<file path="src/rtl/uop_pkg.sv">
// Shared micro-op types, opcode encodings and instruction-queue defaults for the decode stage.
package uop_pkg;

    localparam int unsigned INSTR_Q_DEPTH = 8;
    localparam int unsigned INSTR_Q_WIDTH = 2;

    localparam logic [6:0] OPC_OP     = 7'h33;
    localparam logic [6:0] OPC_OP_IMM = 7'h13;
    localparam logic [6:0] OPC_LOAD   = 7'h03;
    localparam logic [6:0] OPC_STORE  = 7'h23;
    localparam logic [6:0] OPC_BRANCH = 7'h63;
    localparam logic [6:0] OPC_LUI    = 7'h37;

    localparam logic [2:0] F3_ADD  = 3'b000;
    localparam logic [2:0] F3_WORD = 3'b010;
    localparam logic [2:0] F3_BEQ  = 3'b000;
    localparam logic [6:0] F7_BASE = 7'h00;
    localparam logic [6:0] F7_ALT  = 7'h20;

    typedef enum logic [3:0] {
        UOP_ILLEGAL = 4'd0,
        UOP_ADD     = 4'd1,
        UOP_SUB     = 4'd2,
        UOP_ADDI    = 4'd3,
        UOP_LW      = 4'd4,
        UOP_SW      = 4'd5,
        UOP_BEQ     = 4'd6,
        UOP_LUI     = 4'd7
    } uop_op_e;

    typedef struct packed {
        uop_op_e     op;
        logic [4:0]  rd;
        logic [4:0]  rs1;
        logic [4:0]  rs2;
        logic [31:0] imm;
    } uop_insn;

    function automatic logic [31:0] sext12(input logic [11:0] x);
        return {{20{x[11]}}, x};
    endfunction

endpackage

</file>
<file path="src/rtl/decode_stage_if.sv">
// Fetch-beat and IQ-push bundle of the decode stage; the stage is the slave side.
interface decode_stage_if
    import uop_pkg::*;
#(
    parameter int unsigned INSTRUCTION_WIDTH = 32,
    parameter int unsigned FETCH_WIDTH       = 2,
    parameter int unsigned PUSH_WIDTH        = INSTR_Q_WIDTH,
    parameter int unsigned IQ_DEPTH          = INSTR_Q_DEPTH
);
    localparam int unsigned FREE_W = $clog2(IQ_DEPTH + 1);
    localparam int unsigned PCNT_W = $clog2(PUSH_WIDTH + 1);

    logic                                          fetch_valid_in;
    logic [FETCH_WIDTH-1:0]                        fetch_lane_mask_in;
    logic [FETCH_WIDTH-1:0][INSTRUCTION_WIDTH-1:0] fetch_ops_in;
    logic                                          fetch_ready_out;
    logic [FREE_W-1:0]                             iq_free_slots_in;
    logic [PCNT_W-1:0]                             iq_push_count_out;
    uop_insn [PUSH_WIDTH-1:0]                      iq_uops_out;

    modport master (
        output fetch_valid_in, fetch_lane_mask_in, fetch_ops_in, iq_free_slots_in,
        input  fetch_ready_out, iq_push_count_out, iq_uops_out
    );

    modport slave (
        input  fetch_valid_in, fetch_lane_mask_in, fetch_ops_in, iq_free_slots_in,
        output fetch_ready_out, iq_push_count_out, iq_uops_out
    );
endinterface

</file>
<file path="src/rtl/decode_lane.sv">
// Combinational decoder for one 32-bit encoding; anything unrecognised becomes UOP_ILLEGAL.
module decode_lane
    import uop_pkg::*;
#(
    parameter int unsigned INSTRUCTION_WIDTH = 32
) (
    input  logic [INSTRUCTION_WIDTH-1:0] insn_i,
    output uop_insn                      uop_o_c
);
    logic [6:0] opc;
    logic [2:0] f3;
    logic [6:0] f7;

    assign opc = insn_i[6:0];
    assign f3  = insn_i[14:12];
    assign f7  = insn_i[31:25];

    always_comb begin
        uop_o_c = '0;
        case (opc)
            OPC_OP: begin
                if (f3 == F3_ADD && (f7 == F7_BASE || f7 == F7_ALT)) begin
                    uop_o_c.op  = (f7 == F7_ALT) ? UOP_SUB : UOP_ADD;
                    uop_o_c.rd  = insn_i[11:7];
                    uop_o_c.rs1 = insn_i[19:15];
                    uop_o_c.rs2 = insn_i[24:20];
                end
            end
            OPC_OP_IMM, OPC_LOAD: begin
                if ((opc == OPC_OP_IMM && f3 == F3_ADD) || (opc == OPC_LOAD && f3 == F3_WORD)) begin
                    uop_o_c.op  = (opc == OPC_LOAD) ? UOP_LW : UOP_ADDI;
                    uop_o_c.rd  = insn_i[11:7];
                    uop_o_c.rs1 = insn_i[19:15];
                    uop_o_c.imm = sext12(insn_i[31:20]);
                end
            end
            OPC_STORE: begin
                if (f3 == F3_WORD) begin
                    uop_o_c.op  = UOP_SW;
                    uop_o_c.rs1 = insn_i[19:15];
                    uop_o_c.rs2 = insn_i[24:20];
                    uop_o_c.imm = sext12({insn_i[31:25], insn_i[11:7]});
                end
            end
            OPC_BRANCH: begin
                if (f3 == F3_BEQ) begin
                    uop_o_c.op  = UOP_BEQ;
                    uop_o_c.rs1 = insn_i[19:15];
                    uop_o_c.rs2 = insn_i[24:20];
                    uop_o_c.imm = {{19{insn_i[31]}}, insn_i[31], insn_i[7], insn_i[30:25],
                                   insn_i[11:8], 1'b0};
                end
            end
            OPC_LUI: begin
                uop_o_c.op  = UOP_LUI;
                uop_o_c.rd  = insn_i[11:7];
                uop_o_c.imm = {insn_i[31:12], 12'h000};
            end
            default: uop_o_c = '0;
        endcase
    end
endmodule

</file>
<file path="src/rtl/decode_stage.sv">
// Superscalar decode stage: per-lane decode, lane compaction into a circular hold buffer, IQ push.
// Optional perf counters are built when DECODE_PERF_EN is defined.
module decode_stage
    import uop_pkg::*;
#(
    parameter int unsigned INSTRUCTION_WIDTH = 32,
    parameter int unsigned FETCH_WIDTH       = 2,
    parameter int unsigned PUSH_WIDTH        = INSTR_Q_WIDTH,
    parameter int unsigned HOLD_DEPTH        = 4,
    parameter int unsigned IQ_DEPTH          = INSTR_Q_DEPTH
) (
    input  logic          clk_in,
    input  logic          rst_N_in,
    input  logic          flush_in,
    decode_stage_if.slave io
`ifdef DECODE_PERF_EN
    ,
    output logic [31:0]   perf_decoded_out,
    output logic [31:0]   perf_stall_out
`endif
);
    localparam int unsigned PTR_W  = $clog2(HOLD_DEPTH);
    localparam int unsigned CNT_W  = $clog2(HOLD_DEPTH + 1);
    localparam int unsigned PCNT_W = $clog2(PUSH_WIDTH + 1);
    localparam int unsigned FREE_W = $clog2(IQ_DEPTH + 1);

    uop_insn           dec_uops [FETCH_WIDTH];
    uop_insn           hold_q   [HOLD_DEPTH];
    uop_insn           hold_d   [HOLD_DEPTH];
    logic [PTR_W-1:0]  head_q, head_d, tail_q, tail_d;
    logic [CNT_W-1:0]  count_q, count_d;
    logic              ready_q, ready_d;
    logic              accept_c;
    logic [FREE_W-1:0] free_c;
    int unsigned       n_act_c, n_push_c;

    for (genvar l = 0; l < FETCH_WIDTH; l++) begin : g_lane
        decode_lane #(.INSTRUCTION_WIDTH(INSTRUCTION_WIDTH)) u_lane (
            .insn_i  (io.fetch_ops_in[l]),
            .uop_o_c (dec_uops[l])
        );
    end

    assign free_c             = io.iq_free_slots_in;
    assign io.fetch_ready_out = ready_q;

    // IQ side: push min(count, PUSH_WIDTH, free) oldest-first; unused lanes driven to zero.
    always_comb begin
        n_push_c = 32'(count_q);
        if (n_push_c > PUSH_WIDTH) n_push_c = PUSH_WIDTH;
        if (n_push_c > 32'(free_c)) n_push_c = 32'(free_c);
        if (flush_in) n_push_c = 0;
        io.iq_push_count_out = PCNT_W'(n_push_c);
        for (int unsigned i = 0; i < PUSH_WIDTH; i++) begin
            io.iq_uops_out[i] = (i < n_push_c) ? hold_q[head_q + PTR_W'(i)] : '0;
        end
    end

    // Fetch side: active lanes packed contiguously at tail, holes skipped.
    always_comb begin
        hold_d   = hold_q;
        n_act_c  = 0;
        accept_c = io.fetch_valid_in & ready_q & ~flush_in;
        if (accept_c) begin
            for (int unsigned l = 0; l < FETCH_WIDTH; l++) begin
                if (io.fetch_lane_mask_in[l]) begin
                    hold_d[tail_q + PTR_W'(n_act_c)] = dec_uops[l];
                    n_act_c = n_act_c + 1;
                end
            end
        end
        tail_d  = tail_q + PTR_W'(n_act_c);
        head_d  = head_q + PTR_W'(n_push_c);
        count_d = CNT_W'(32'(count_q) + n_act_c - n_push_c);
        if (flush_in) begin
            head_d  = '0;
            tail_d  = '0;
            count_d = '0;
        end
        ready_d = (HOLD_DEPTH - 32'(count_d)) >= FETCH_WIDTH;
    end

    always_ff @(posedge clk_in or negedge rst_N_in) begin
        if (!rst_N_in) begin
            for (int i = 0; i < int'(HOLD_DEPTH); i++) hold_q[i] <= '0;
            head_q  <= '0;
            tail_q  <= '0;
            count_q <= '0;
            ready_q <= 1'b0;
        end else begin
            hold_q  <= hold_d;
            head_q  <= head_d;
            tail_q  <= tail_d;
            count_q <= count_d;
            ready_q <= ready_d;
        end
    end

`ifdef DECODE_PERF_EN
    logic [31:0] perf_dec_q, perf_dec_d, perf_stall_q, perf_stall_d;
    logic [32:0] dec_sum_c;

    // Saturating counters, cleared by flush.
    always_comb begin
        dec_sum_c    = {1'b0, perf_dec_q} + 33'(n_act_c);
        perf_dec_d   = dec_sum_c[32] ? '1 : dec_sum_c[31:0];
        perf_stall_d = perf_stall_q;
        if (io.fetch_valid_in && !ready_q && !(&perf_stall_q)) perf_stall_d = perf_stall_q + 32'd1;
        if (flush_in) begin
            perf_dec_d   = '0;
            perf_stall_d = '0;
        end
    end

    always_ff @(posedge clk_in or negedge rst_N_in) begin
        if (!rst_N_in) begin
            perf_dec_q   <= '0;
            perf_stall_q <= '0;
        end else begin
            perf_dec_q   <= perf_dec_d;
            perf_stall_q <= perf_stall_d;
        end
    end

    assign perf_decoded_out = perf_dec_q;
    assign perf_stall_out   = perf_stall_q;
`endif
endmodule

</file>
<file path="src/flat_wrapper.sv">
// flat-port wrapper written by rule: the top's interface ports become plain ports
module decode_stage_flat import uop_pkg::*;
#(
    parameter int unsigned INSTRUCTION_WIDTH = 32,
    parameter int unsigned FETCH_WIDTH       = 2,
    parameter int unsigned PUSH_WIDTH        = INSTR_Q_WIDTH,
    parameter int unsigned HOLD_DEPTH        = 4,
    parameter int unsigned IQ_DEPTH          = INSTR_Q_DEPTH
)
  (clk_in, rst_N_in, flush_in, io_fetch_valid_in, io_fetch_lane_mask_in, io_fetch_ops_in, io_iq_free_slots_in, io_fetch_ready_out, io_iq_push_count_out, io_iq_uops_out);
  decode_stage_if #(.INSTRUCTION_WIDTH(INSTRUCTION_WIDTH), .FETCH_WIDTH(FETCH_WIDTH), .PUSH_WIDTH(PUSH_WIDTH), .IQ_DEPTH(IQ_DEPTH)) io_i ();
  input  logic clk_in;
  input  logic rst_N_in;
  input  logic flush_in;
  input wire logic [$bits(io_i.fetch_valid_in)-1:0] io_fetch_valid_in;
  input wire logic [$bits(io_i.fetch_lane_mask_in)-1:0] io_fetch_lane_mask_in;
  input wire logic [$bits(io_i.fetch_ops_in)-1:0] io_fetch_ops_in;
  input wire logic [$bits(io_i.iq_free_slots_in)-1:0] io_iq_free_slots_in;
  output wire logic [$bits(io_i.fetch_ready_out)-1:0] io_fetch_ready_out;
  output wire logic [$bits(io_i.iq_push_count_out)-1:0] io_iq_push_count_out;
  output wire logic [$bits(io_i.iq_uops_out)-1:0] io_iq_uops_out;
  assign io_i.fetch_valid_in = io_fetch_valid_in;
  assign io_i.fetch_lane_mask_in = io_fetch_lane_mask_in;
  assign io_i.fetch_ops_in = io_fetch_ops_in;
  assign io_i.iq_free_slots_in = io_iq_free_slots_in;
  assign io_fetch_ready_out = io_i.fetch_ready_out;
  assign io_iq_push_count_out = io_i.iq_push_count_out;
  assign io_iq_uops_out = io_i.iq_uops_out;
  decode_stage #(.INSTRUCTION_WIDTH(INSTRUCTION_WIDTH), .FETCH_WIDTH(FETCH_WIDTH), .PUSH_WIDTH(PUSH_WIDTH), .HOLD_DEPTH(HOLD_DEPTH), .IQ_DEPTH(IQ_DEPTH)) u_core (.clk_in(clk_in), .rst_N_in(rst_N_in), .flush_in(flush_in), .io(io_i));
endmodule
</file>
<file path="config.mk">
export PLATFORM = sky130hd
export DESIGN_NAME = decode_stage_flat
export DESIGN_NICKNAME = d
export VERILOG_FILES = /design/src/rtl/uop_pkg.sv /design/src/rtl/decode_stage_if.sv /design/src/rtl/decode_lane.sv /design/src/rtl/decode_stage.sv /design/src/flat_wrapper.sv
export SDC_FILE = /design/constraint.sdc
export NUM_CORES = 1
export LEC_CHECK = 0
export BUFFER_PORTS_ARGS = -buffer_cell sky130_fd_sc_hd__buf_2
export CAP_MARGIN = 10
export CORE_UTILIZATION = 40
export CTS_CLUSTER_SIZE = 14
export DETAILED_ROUTE_END_ITERATION = 10
export PLACE_DENSITY = 0.66
export REMOVE_ABC_BUFFERS = 1
export SYNTH_ARGS = -nofsm -noshare
export SYNTH_HDL_FRONTEND = slang
export SYNTH_HIERARCHICAL = 1
export SYNTH_SLANG_ARGS = --single-unit
</file>
<file path="constraint.sdc">
create_clock -name clk_in -period 5.4 [get_ports clk_in]
set_clock_uncertainty 0.1 [all_clocks]
set_input_delay 1.08 -clock clk_in [delete_from_list [all_inputs] [get_ports clk_in]]
set_output_delay 1.08 -clock clk_in [all_outputs]
set_load 0.1 [all_outputs]
</file>
==> results.yml <==
run_status:
  status: "finished clean"
cells_and_area:
  multi_input_area_um2: 8240
  final_common_cell: "dfrtp_1"
  drive_above_1_share: 0.294
  areaGrowthSynthToFinish_pct: 14.2
  stdcell_count: 1833
  nets: 1446
  nFillCells: 3267
  ff_latch_area_um2: 5310
  layout_common_cells: "dfrtp_1 (210), a221o_1 (204), buf_2 (177), and2_1 (153), nor2b_1 (108)"
clocking:
  cts-htree-levels: 1
  root_buffer: "clkbuf_16"
  cts_hold_buf: 0
  post-cts-setup-buffers: 0
  cts_buffer_depth: 3
  clkTransAtPathRegs_ns: 0.06
  cts-resized-gates: 0
  cts_tree: "built"
  cts_sinks: 212
  clkLatencyLatePin_ns: 0.51
  cts_buffers: 24
power:
  leakage_nw: 7.41
  p_switching_mw: 1.44
  p_per_area_nw_per_um2: 273
  internal_power_mw: 2.97
  power.share.sequential: 0.400
  p_clk_frac: 0.369
  power_mw: 4.42
  comb_power_share: 0.231
  sw_frac_of_total: 0.327
  ir_drop_uv: 317
logic_synthesis:
  synthDistinctLibCells: 63
  yosys.area.top_type: "dfrtp_1"
  synth_area_leaders: "dfrtp_1 (37%), mux4_2 (16%), a221o_1 (14%)"
  synth_top_area_frac: 0.375
  synthAdderAreaFrac: 0.0117
  avgSynthCellArea_um2: 11.5
  ys.flop_type: "dfrtp_1"
  ys_ff_latch: 212
  synth-xor-area-share: 0.00663
  ys_warn_count: 6
  ys_seq_area_frac: 0.375
  synth_edf_count: 0
  synth_compound_area_frac: 0.199
  synthSimpleGateAreaFrac: 0.191
  synth_mux_area_frac: 0.166
  synth_top_family_by_area: "compound AO/OA/AOI/OAI gates"
  syn_area_um2: 14100
  syn_inst: 1233
  ys_async_sr_fraction: 1.00
place:
  dpl.hpwl_um: 29700
  dp.cells: 1789
  numPortBuffers: 178
  place.gp.congestion: 0.961
drt:
  route.vias.total: 11564
  ant_nets: 0
  wirelength_um: 47100
  drtPass1Iterations: 5
  via_per_inst: 6.31
  post_drt_wl_per_cell_um: 25.7
  drcViolationCount: 0
  detail_route.iter0.violations: 1118
floorplan:
  die_h_um: 190
  num_io_pins: 179
  dieArea_um2: 36100
  core_um2: 34700
  row_count: 68
  start_util: 0.408
  fp.dieW_um: 190
sta:
  fin_crit_sh: 0.822
  rsz0062_at_grt: "false"
  timing.fmax_mhz: 225
  tightest_slew_ns: 0.963
  hold_viol_final: 0
  relSlewSlack: 0.355
  slew_violations: 0
  final-setup-viol-count: 0
  layout_min_cycle_time_ns: 4.44
critical_path:
  cpLargestDelayFamily: "buffers and inverters"
  cp_max_fo: 27
  crit_type: "reg2out"
  startpoint_type: "flip-flop"
  critPathBufInv: 3
  crit_chain: "nor2_1 -> inv_1 -> ha_1 -> a211oi_1 -> o21a_2 -> mux2i_4 -> buf_4 -> nor2b_1 -> buf_2"
  slowest_stage: "dfrtp_1"
  slowest_delay_ns: 0.38
  crit_path_end_kind: "output port"
  arrival_ns: 3.26
  crit_required_ns: 4.22
grt:
  grt_max_degree: 103
  grt_usage: 0.261
  grt_pass1_wl_um: 71700
  grt-ovfl-total: 0
  antenna_found_initial: 3
  grt_pass1_vias: 11535
job:
  maxCapViolations: 0
min_path:
  min_path_type: "reg2reg"
-- through the flow --
stage	TNS (ns)	utilization	worst slack, ns	instance area (um^2)	hold slack [ns]
2_1_floorplan	-171.63	-	-1.84	13500	0.390
3_3_place_gp	0	0.443	1.02	15400	0.409
3_5_place_dp	0	0.443	0.790	15400	0.413
4_1_cts	0	0.465	0.907	16200	0.431
5_1_grt	0	0.465	0.720	16200	0.443
6_report	0	0.466	0.959	16200	0.430
-- flip-flops by register name, summed over array words and instances (netlist names) --
name                       count
u_core/count_q                 3
u_core/head_q                  2
u_core/hold_q                204
u_core/io.fetch_ready_out      1
u_core/tail_q                  2
-- power by group through the flow --
stage	clock network, mW	logic, mW	registers [mW]
floorplan	0	0.598	1.84
global placement	0	1.00	1.79
detailed placement	0	1.03	1.80
CTS	1.65	1.03	1.77
global route	1.73	1.10	1.78
finish	1.63	1.02	1.77
-- cells in the mapped netlist (3+ instances only) --
cell type,instances
o21a_1,12
buf_2,71
a21o_2,24
buf_6,12
and2_1,153
dfrtp_1,212
xnor2_1,5
nand3_1,3
nand2_1,44
a21oi_1,10
or3_1,6
nor2b_1,108
a22o_1,10
ha_1,10
mux4_2,103
nand3b_1,4
a221o_1,204
buf_4,7
clkbuf_1,20
nor2_1,76
nor4_1,3
nand4_1,5
xor2_1,3
inv_1,19
a21o_1,14
nand2b_1,3
and3_1,24
nor3_1,14
-- cells by family (layout without fill, tap and decap cells) --
group | after synthesis | after routing
buffers and inverters | 131 | 273
multiplexers | 106 | 106
AND/OR/NAND/NOR | 463 | 463
XOR/XNOR | 9 | 9
AO/OA/AOI/OAI | 298 | 298
flip-flops | 212 | 212
other | 2 | 5
adder cells (fa/ha/maj) | 12 | 12
-- final timing paths --
| path | from | end | slack, ns | cells past startpoint |
|---|---|---|---|---|
| max | u_core/count_q[2] | io_iq_uops_out[51] | 0.96 | 9 |
| min | u_core/hold_q[3] | u_core/hold_q[3] | 0.43 | 1 |
| max reg2reg | u_core/count_q[2] | u_core/io.fetch_ready_out | 1.34 | 17 |
| min reg2reg | u_core/hold_q[3] | u_core/hold_q[3] | 0.43 | 1 |
| max in group asynchronous | rst_N_in | u_core/hold_q[194] | 3.45 | 2 |
| min in group asynchronous | rst_N_in | u_core/hold_q[79] | 0.57 | 1 |
-- cell type report --
type / count / area share
antenna: 3 / 0.000464
clock inverter: 3 / 0.00248
multi-input combinational: 890 / 0.510
clock buffer: 38 / 0.0454
timing repair buffer: 213 / 0.0735
tap: 455 / 0.0352
sequential: 212 / 0.329
inverter: 19 / 0.00441
-- worst register-to-register path, stage by stage, from the launching register on --
cell      delay [ns]
dfrtp_1         0.38
nor2_1          0.21
inv_1           0.14
ha_1            0.31
a211oi_1        0.30
o21a_2          0.31
mux2_2          0.36
nor2_1          0.20
ha_1            0.27
inv_1           0.06
ha_1            0.13
inv_1           0.05
fa_1            0.45
nor2_1          0.19
inv_1           0.07
ha_1            0.19
mux2i_1         0.13
nand3b_1        0.09
-- metal layers --
layer	wire length (um)	track usage	up-vias	part of all wire
met3	4080	0.0408	104	0.087
met2	21700	0.411	593	0.46
met4	1630	0.0940	2	0.035
li1	-	-	5042	-
met5	8	0	-	0.00017
met1	19600	0.363	5823	0.42
(Power assumes the default switching activity.)
